===== src/rtl/reloj_alarmas_param.sv =====
// Wall-clock timekeeping core: prescaled hh:mm:ss counter, NUM_ALARMS alarm registers,
// ring/snooze FSM and a 12/24 h display view for the external digit multiplexer.
module reloj_alarmas_param #(
   parameter int CLK_HZ     = 50000000,
   parameter int NUM_ALARMS = 4,
   parameter int ASEL_W     = 2,
   parameter int SNOOZE_MIN = 5,
   parameter int RING_S     = 60
) (
   input  logic                  clock,
   input  logic                  Reset,
   input  logic                  mode_12h,
   input  logic                  set_time,
   input  logic                  set_alarm,
   input  logic [ASEL_W-1:0]     alarm_sel,
   input  logic                  inc_min,
   input  logic                  inc_hour,
   input  logic [NUM_ALARMS-1:0] alarm_en,
   input  logic                  snooze,
   input  logic                  stop,
   output logic                  sec_tick,
   output logic                  seg_led,
   output logic [4:0]            disp_hour,
   output logic [5:0]            disp_min,
   output logic [5:0]            disp_sec,
   output logic                  pm,
   output logic                  ringing,
   output logic                  snoozed,
   output logic [ASEL_W-1:0]     alarm_src
);
   localparam int PW    = (CLK_HZ > 1) ? $clog2(CLK_HZ) : 1;
   localparam int SNZ_S = SNOOZE_MIN * 60;
   localparam int SW    = $clog2(SNZ_S + 1);
   localparam int RW    = $clog2(RING_S + 1);
   localparam logic [PW-1:0] PRESC_TC = PW'(CLK_HZ - 1);

   typedef enum logic [1:0] {IDLE, RINGING, SNOOZED} state_t;

   logic [PW-1:0] presc;
   logic [5:0]    cur_sec, cur_min, min_nx, sec_nx;
   logic [4:0]    cur_hour, hour_nx;
   logic          sec_wrap, min_wrap;
   logic          min_q, hour_q, snz_q, min_up, hour_up, snz_up;
   logic [NUM_ALARMS-1:0][4:0] alarm_h;
   logic [NUM_ALARMS-1:0][5:0] alarm_m;
   logic [4:0]    sel_h, raw_h;
   logic [5:0]    sel_m;
   logic          show_alarm, match_any, match;
   logic [ASEL_W-1:0] match_idx, src_n;
   state_t        state, state_n;
   logic [RW-1:0] ring_cnt, ring_n;
   logic [SW-1:0] snz_cnt, snz_n;

   assign min_up   = inc_min  & ~min_q;
   assign hour_up  = inc_hour & ~hour_q;
   assign snz_up   = snooze   & ~snz_q;
   assign sec_tick = ~set_time & (presc == PRESC_TC);

   // Carry chain: the value time takes on the next sec_tick.
   assign sec_wrap = (cur_sec == 6'd59);
   assign min_wrap = (cur_min == 6'd59);
   assign sec_nx   = sec_wrap ? 6'd0 : cur_sec + 6'd1;
   assign min_nx   = sec_wrap ? (min_wrap ? 6'd0 : cur_min + 6'd1) : cur_min;
   assign hour_nx  = (sec_wrap && min_wrap) ?
                     ((cur_hour == 5'd23) ? 5'd0 : cur_hour + 5'd1) : cur_hour;

   always_ff @(posedge clock or negedge Reset) begin
      if (!Reset) begin
         presc    <= '0;
         cur_sec  <= '0;
         cur_min  <= '0;
         cur_hour <= '0;
         seg_led  <= 1'b0;
         min_q    <= 1'b0;
         hour_q   <= 1'b0;
         snz_q    <= 1'b0;
      end else begin
         min_q  <= inc_min;
         hour_q <= inc_hour;
         snz_q  <= snooze;
         if (set_time) begin
            presc   <= '0;
            cur_sec <= '0;
            if (min_up)  cur_min  <= min_wrap ? 6'd0 : cur_min + 6'd1;
            if (hour_up) cur_hour <= (cur_hour == 5'd23) ? 5'd0 : cur_hour + 5'd1;
         end else begin
            presc <= sec_tick ? '0 : presc + PW'(1);
            if (sec_tick) begin
               cur_sec  <= sec_nx;
               cur_min  <= min_nx;
               cur_hour <= hour_nx;
               seg_led  <= ~seg_led;
            end
         end
      end
   end

   assign show_alarm = set_alarm & ~set_time;

   always_ff @(posedge clock or negedge Reset) begin
      if (!Reset) begin
         alarm_h <= '0;
         alarm_m <= '0;
      end else if (show_alarm) begin
         for (int i = 0; i < NUM_ALARMS; i++)
            if (alarm_sel == ASEL_W'(i)) begin
               if (min_up)  alarm_m[i] <= (alarm_m[i] == 6'd59) ? 6'd0 : alarm_m[i] + 6'd1;
               if (hour_up) alarm_h[i] <= (alarm_h[i] == 5'd23) ? 5'd0 : alarm_h[i] + 5'd1;
            end
      end
   end

   // Descending scan so the lowest matching index is the one left standing.
   always_comb begin
      match_any = 1'b0;
      match_idx = '0;
      for (int i = NUM_ALARMS - 1; i >= 0; i--)
         if (alarm_en[i] && alarm_h[i] == hour_nx && alarm_m[i] == min_nx) begin
            match_any = 1'b1;
            match_idx = ASEL_W'(i);
         end
   end
   assign match = match_any & sec_tick & sec_wrap & ~set_time & ~set_alarm;

   always_ff @(posedge clock or negedge Reset) begin
      if (!Reset) begin
         state     <= IDLE;
         ring_cnt  <= '0;
         snz_cnt   <= '0;
         alarm_src <= '0;
      end else begin
         state     <= state_n;
         ring_cnt  <= ring_n;
         snz_cnt   <= snz_n;
         alarm_src <= src_n;
      end
   end

   always_comb begin
      state_n = state;
      ring_n  = ring_cnt;
      snz_n   = snz_cnt;
      src_n   = alarm_src;
      case (state)
         IDLE:
            if (match) begin
               state_n = RINGING;
               ring_n  = RW'(RING_S);
               src_n   = match_idx;
            end
         RINGING:
            if (stop) state_n = IDLE;
            else if (match) begin
               ring_n = RW'(RING_S);
               src_n  = match_idx;
            end else if (snz_up) begin
               state_n = SNOOZED;
               snz_n   = SW'(SNZ_S);
            end else if (sec_tick) begin
               if (ring_cnt <= RW'(1)) state_n = IDLE;
               else                    ring_n  = ring_cnt - RW'(1);
            end
         SNOOZED:
            if (stop) state_n = IDLE;
            else if (match) begin
               state_n = RINGING;
               ring_n  = RW'(RING_S);
               src_n   = match_idx;
            end else if (sec_tick) begin
               if (snz_cnt <= SW'(1)) begin
                  state_n = RINGING;
                  ring_n  = RW'(RING_S);
               end else snz_n = snz_cnt - SW'(1);
            end
         default: state_n = IDLE;
      endcase
   end

   assign ringing = (state == RINGING);
   assign snoozed = (state == SNOOZED);

   always_comb begin
      sel_h = '0;
      sel_m = '0;
      for (int i = 0; i < NUM_ALARMS; i++)
         if (alarm_sel == ASEL_W'(i)) begin
            sel_h = alarm_h[i];
            sel_m = alarm_m[i];
         end
   end

   assign raw_h    = show_alarm ? sel_h : cur_hour;
   assign disp_min = show_alarm ? sel_m : cur_min;
   assign disp_sec = set_alarm ? 6'd0 : cur_sec;

   always_comb begin
      disp_hour = raw_h;
      pm        = 1'b0;
      if (mode_12h) begin
         pm = (raw_h >= 5'd12);
         if (raw_h == 5'd0)       disp_hour = 5'd12;
         else if (raw_h > 5'd12)  disp_hour = raw_h - 5'd12;
      end
   end
endmodule


===== config.mk =====
export PLATFORM = sky130hd
export DESIGN_NAME = reloj_alarmas_param
export DESIGN_NICKNAME = d
export VERILOG_FILES = /design/src/rtl/reloj_alarmas_param.sv
export SDC_FILE = /design/constraint.sdc
export NUM_CORES = 1
export LEC_CHECK = 0
export CORE_ASPECT_RATIO = 0.8
export CORE_MARGIN = 2
export CORE_UTILIZATION = 56
export DETAILED_ROUTE_END_ITERATION = 6
export GPL_ROUTABILITY_DRIVEN = 0
export GPL_TIMING_DRIVEN = 0
export PLACE_DENSITY_LB_ADDON = 0.05
export SLEW_MARGIN = 20
export SYNTH_ARGS = -nofsm -noshare
export SYNTH_HDL_FRONTEND = slang
export SYNTH_SLANG_ARGS = --single-unit

===== constraint.sdc =====
create_clock -name clock -period 3.2 [get_ports clock]
set_clock_uncertainty 0.05 [all_clocks]
set_input_delay 0.48 -clock clock [delete_from_list [all_inputs] [get_ports clock]]
set_output_delay 0.48 -clock clock [all_outputs]
set_load 0.05 [all_outputs]

==> summary.txt <==
Detailed routing
  – Vias after detailed routing: around 7700
  – Total wire length after detailed routing: between 20000 and 25000 um
  – Drc violations: 8
  – Mean routed wirelength per cell: 19.8 um
  – Iteration count of the initial detailed-routing pass: 7
  – Count of nets left with antenna violations after detail routing: 0
  – Detailed Route Iter0 Violations: ~830
  – Average vias per placed instance: between 6 and 7

Finish
  – Diodes inserted: 0
  – Nets: just over 1000
  – Share of post-route cells with drive strength above 1: between 10% and 20%
  – Fill cell count: 1021
  – Final non-filler cell area: 0.00960 mm2
  – Growth of design area from synthesis to finish: 22.2%

Synth
  – Netlist cell types: between 70 and 80
  – Yosys synthesis warning count: 0
  – Number of synthesized flops with an enable pin: 0
  – Mean instance size in the synthesized netlist: between 8 and 9 um2
  – Portion of synthesized cell area occupied by the leading cell type: 35.0%
  – Leading post-synthesis cells by cell area: sky130_fd_sc_hd__dfrtp_1, sky130_fd_sc_hd__xnor2_1, sky130_fd_sc_hd__o21ai_0, sky130_fd_sc_hd__nor2_1, sky130_fd_sc_hd__nand2_1
  – Cell type with the largest total area after synthesis: sky130_fd_sc_hd__dfrtp_1
  – Number of synthesized register bits: 110
  – Number of nets in the synthesized netlist: around 940
  – Most used standard cell by instance count after synthesis: sky130_fd_sc_hd__dfrtp_1
  – Most frequently used flop master after synthesis: sky130_fd_sc_hd__dfrtp_1
  – Sequential area share after synthesis: a little over a third
  – Cells after Synth: 899
  – Async S/R FF share, synth: 100%
  – Area of the mapped netlist: 0.00786 mm2
  – Most common library cells after synthesis: sky130_fd_sc_hd__dfrtp_1, sky130_fd_sc_hd__nor2_1, sky130_fd_sc_hd__nand2_1, sky130_fd_sc_hd__o21ai_0, sky130_fd_sc_hd__a21oi_1

Floorplan
  – Core outline area: roughly 0.014 mm2
  – Row Count: 38
  – Die area: between 0.01 and 0.015 mm2
  – Die Width: between 100 and 150 um
  – Die Y: between 100 and 150 um
  – Top-level I/O count: 39
  – Starting utilization of the core area: a little under three fifths

Critical path
  – Biggest cell delay along the critical path: about 0.57 ns
  – Data required time at the worst endpoint: approximately 3.4 ns
  – Worst reg-to-reg path cell count: 12
  – Critical-path cell list: ha_4 -> nand3b_4 -> buf_4 -> nor2_4 -> nor3_2 -> a221o_1 -> or4b_4 -> nor4b_4 -> o41ai_4 -> and2_4 -> buf_6 -> a32o_1
  – FF-to-FF End: snz_cnt[6]
  – Reg2reg setup slack: -0.12 ns
  – Path type of the worst setup path: reg -> reg
  – Crit. End Element: flop
  – Start of the worst register-to-register path: cur_sec[0]
  – Slowest stage cell, crit path: sky130_fd_sc_hd__or4b_4
  – WP data arrival: roughly 3.5 ns
  – Top fanout value on the critical path: 7
  – Startpoint class of the critical path: flop

STA
  – Count of final hold-check violations: 0
  – Final critical-path share of the clock period: 104%
  – Final number of max-transition violations: 0
  – Unrepaired setup endpoints after global routing: true
  – Worst Setup Slack, final: -0.118 ns
  – Setup Total Neg Slack: -0.548 ns
  – Slew margin rel.: between 30 and 40%
  – Clock period minus worst slack: 3.32 ns
  – Achievable Freq: between 300 and 400 MHz
  – Final Setup Violations: 9
  – Slew at the pin closest to its max-slew limit: approximately 0.98 ns

Run
  – Number of max-capacitance violations reported: 0

CTS
  – Root cell of the clock tree: sky130_fd_sc_hd__clkbuf_16
  – Clock sink count: between 100 and 150
  – Clock Path Buffers: 2
  – Clock-pin slew reported for the worst setup and hold paths after clock tree synthesis: 0.08 ns
  – CTS tree: yes
  – Number of buffers created by CTS: 9
  – Htree depth: 3
  – Worst-Skew Late Latency: roughly 0.36 ns

Placement
  – Count of buffers inserted at the top-level ports: 35
  – Worst slack, placed: -1.50 ns
  – Half-perimeter wire length after placement: between 15000 and 20000 um
  – Placed Area: between 0.008 and 0.009 mm2

Hold path
  – Hold worst-path end: seg_led
  – Hold path cells: 1
  – Startpoint of the lowest-slack hold path: seg_led
  – Worst hold-check path type: reg -> reg

Global route
  – Overall overflow remaining after global route: 0
  – Met3 Resource Use GR: 5.30%
  – Met1 Usage GRT: approximately 44%
  – Overall fraction of global-route tracks in use: 30.9%
  – Maximum number of pins on one net before global-route repair: between 70 and 80
  – Met2 global-route usage: roughly 48%
  – First-pass GRT wire length: approximately 36000 um
  – Vias in the first global route: a little over 7000
  – Busiest grt layer: met2
  – Antenna violations before repair: 0

Power
  – Total power consumption of the routed design: about 0.0052 W
  – Total power divided by cell area: about 540 mW/mm2
  – Worst voltage drop across the vdd grid: 0.380 mV
  – Static Leakage: 4.05 nW

Outcome
  – Failing checks: design-rule violations, negative setup slack
  – Run status: finished with violations
==> cell type report <==
cell class / instances / area, um2 / share of cell area, %
buffer: 45 / 246 / 2.57
clock buffer: 11 / 233 / 2.42
clock inverter: 5 / 65.1 / 0.678
inverter: 28 / 105 / 1.09
multi-input combinational: 709 / 5200 / 54.2
sequential: 110 / 2760 / 28.8
tap: 180 / 225 / 2.35
timing repair buffer: 84 / 762 / 7.94
==> registers in the layout, summed over array words and instances (netlist names), 5 cells and up <==
name      cells
presc        26
cur_sec       6
cur_min       6
alarm_h      20
alarm_m      24
snz_cnt       9
ring_cnt      6
cur_hour      5
==> routing by layer <==
layer  share of wire [%]  vias up
met1                  42     3717
met5                   0        -
li1                    -     3450
met4                 3.3        0
met3                  10       67
met2                  45      425
==> worst max-delay path: cells and delay by family, from the launching register on <==
kind | cells | cell delay (ns)
DFF | 1 | 0.40
AOI/OAI and AO/OA | 3 | 0.72
adders and majority gates | 1 | 0.18
buffers and inverters | 2 | 0.30
and+or+nand+nor | 6 | 1.55
==> cells by family (layout without fill, tap and decap cells) <==
kind of cell	after synthesis	count (layout)	synth area share, %
fa+ha+maj	22	22	3.50
compound gates	205	205	16.9
buf+inv	80	173	4.21
xor+xnor	67	67	7.47
flops	110	110	35.0
mux	43	43	7.68
simple gates	372	372	25.2
==> where the power goes <==
group | total, W | internal (W) | switching [W] | leakage (nW)
combinational | 0.00227 | 0.000924 | 0.00135 | 2.46
clock | 0.00116 | 0.000617 | 0.000543 | 0.145
sequential | 0.00173 | 0.00151 | 0.000219 | 1.44
==> stage by stage <==
step | hold WS [ns] | utilization, % | instances
floorplan | 0.134 | - | 899
global placement | 0.416 | 62.0 | 1114
detailed placement | 0.357 | 62.3 | 1115
CTS | 0.440 | 67.4 | 1151
global route | 0.454 | 70.4 | 1172
finish | 0.437 | 70.4 | 1172
==> worst max-delay path by stage <==
stage	slack (ns)	from	to	depth (start not counted)
2_1_floorplan	0.0007	cur_min[0]	snz_cnt[7]	11
3_3_place_gp	-2.66	Reset	ring_cnt[1]	1
3_5_place_dp	-1.50	set_alarm	disp_hour[3]	11
4_1_cts	-0.08	cur_sec[1]	snz_cnt[6]	11
5_1_grt	-0.17	cur_sec[0]	snz_cnt[6]	12
6_report	-0.12	cur_sec[0]	snz_cnt[6]	12
==> what timing repair did <==
| item | in CTS | in global routing |
|---|---|---|
| endpoints found under the hold margin | 36 | 0 |
| pin swaps | 17 | 31 |
| gates cloned | 2 | 1 |
| endpoints found under the setup margin | 33 | 25 |
| resized for setup | 87 | 70 |
| hold buffers | 1 | 0 |
| setup buffers | 22 | 23 |
==> cells in the final DEF (no fill, tap or decap), drive strengths merged, types with 5 or more instances in the layout <==
master / Yosys / final
a31oi: 14 / 14
clkbuf: 33 / 48
a211oi: 6 / 6
nor4: 14 / 14
o21ai: 61 / 61
nor2: 79 / 79
a21oi: 44 / 44
mux4: 11 / 11
xnor2: 36 / 36
o211ai: 8 / 8
nor3: 23 / 23
mux2i: 14 / 14
dfrtp: 110 / 110
xor2: 31 / 31
nor2b: 16 / 16
inv: 28 / 30
or3: 12 / 12
and2: 9 / 9
o21a: 9 / 9
nand3: 37 / 37
nand2b: 23 / 23
a21o: 7 / 7
nand4: 32 / 32
nand2: 78 / 78
and3: 13 / 13
o2111ai: 5 / 5
clkdlybuf4s50: 0 / 21
mux2: 18 / 18
nor3b: 11 / 11
a41oi: 5 / 5
buf: 19 / 62
o22ai: 7 / 7
o31ai: 6 / 6
ha: 22 / 22
(Power assumes the default switching activity.)
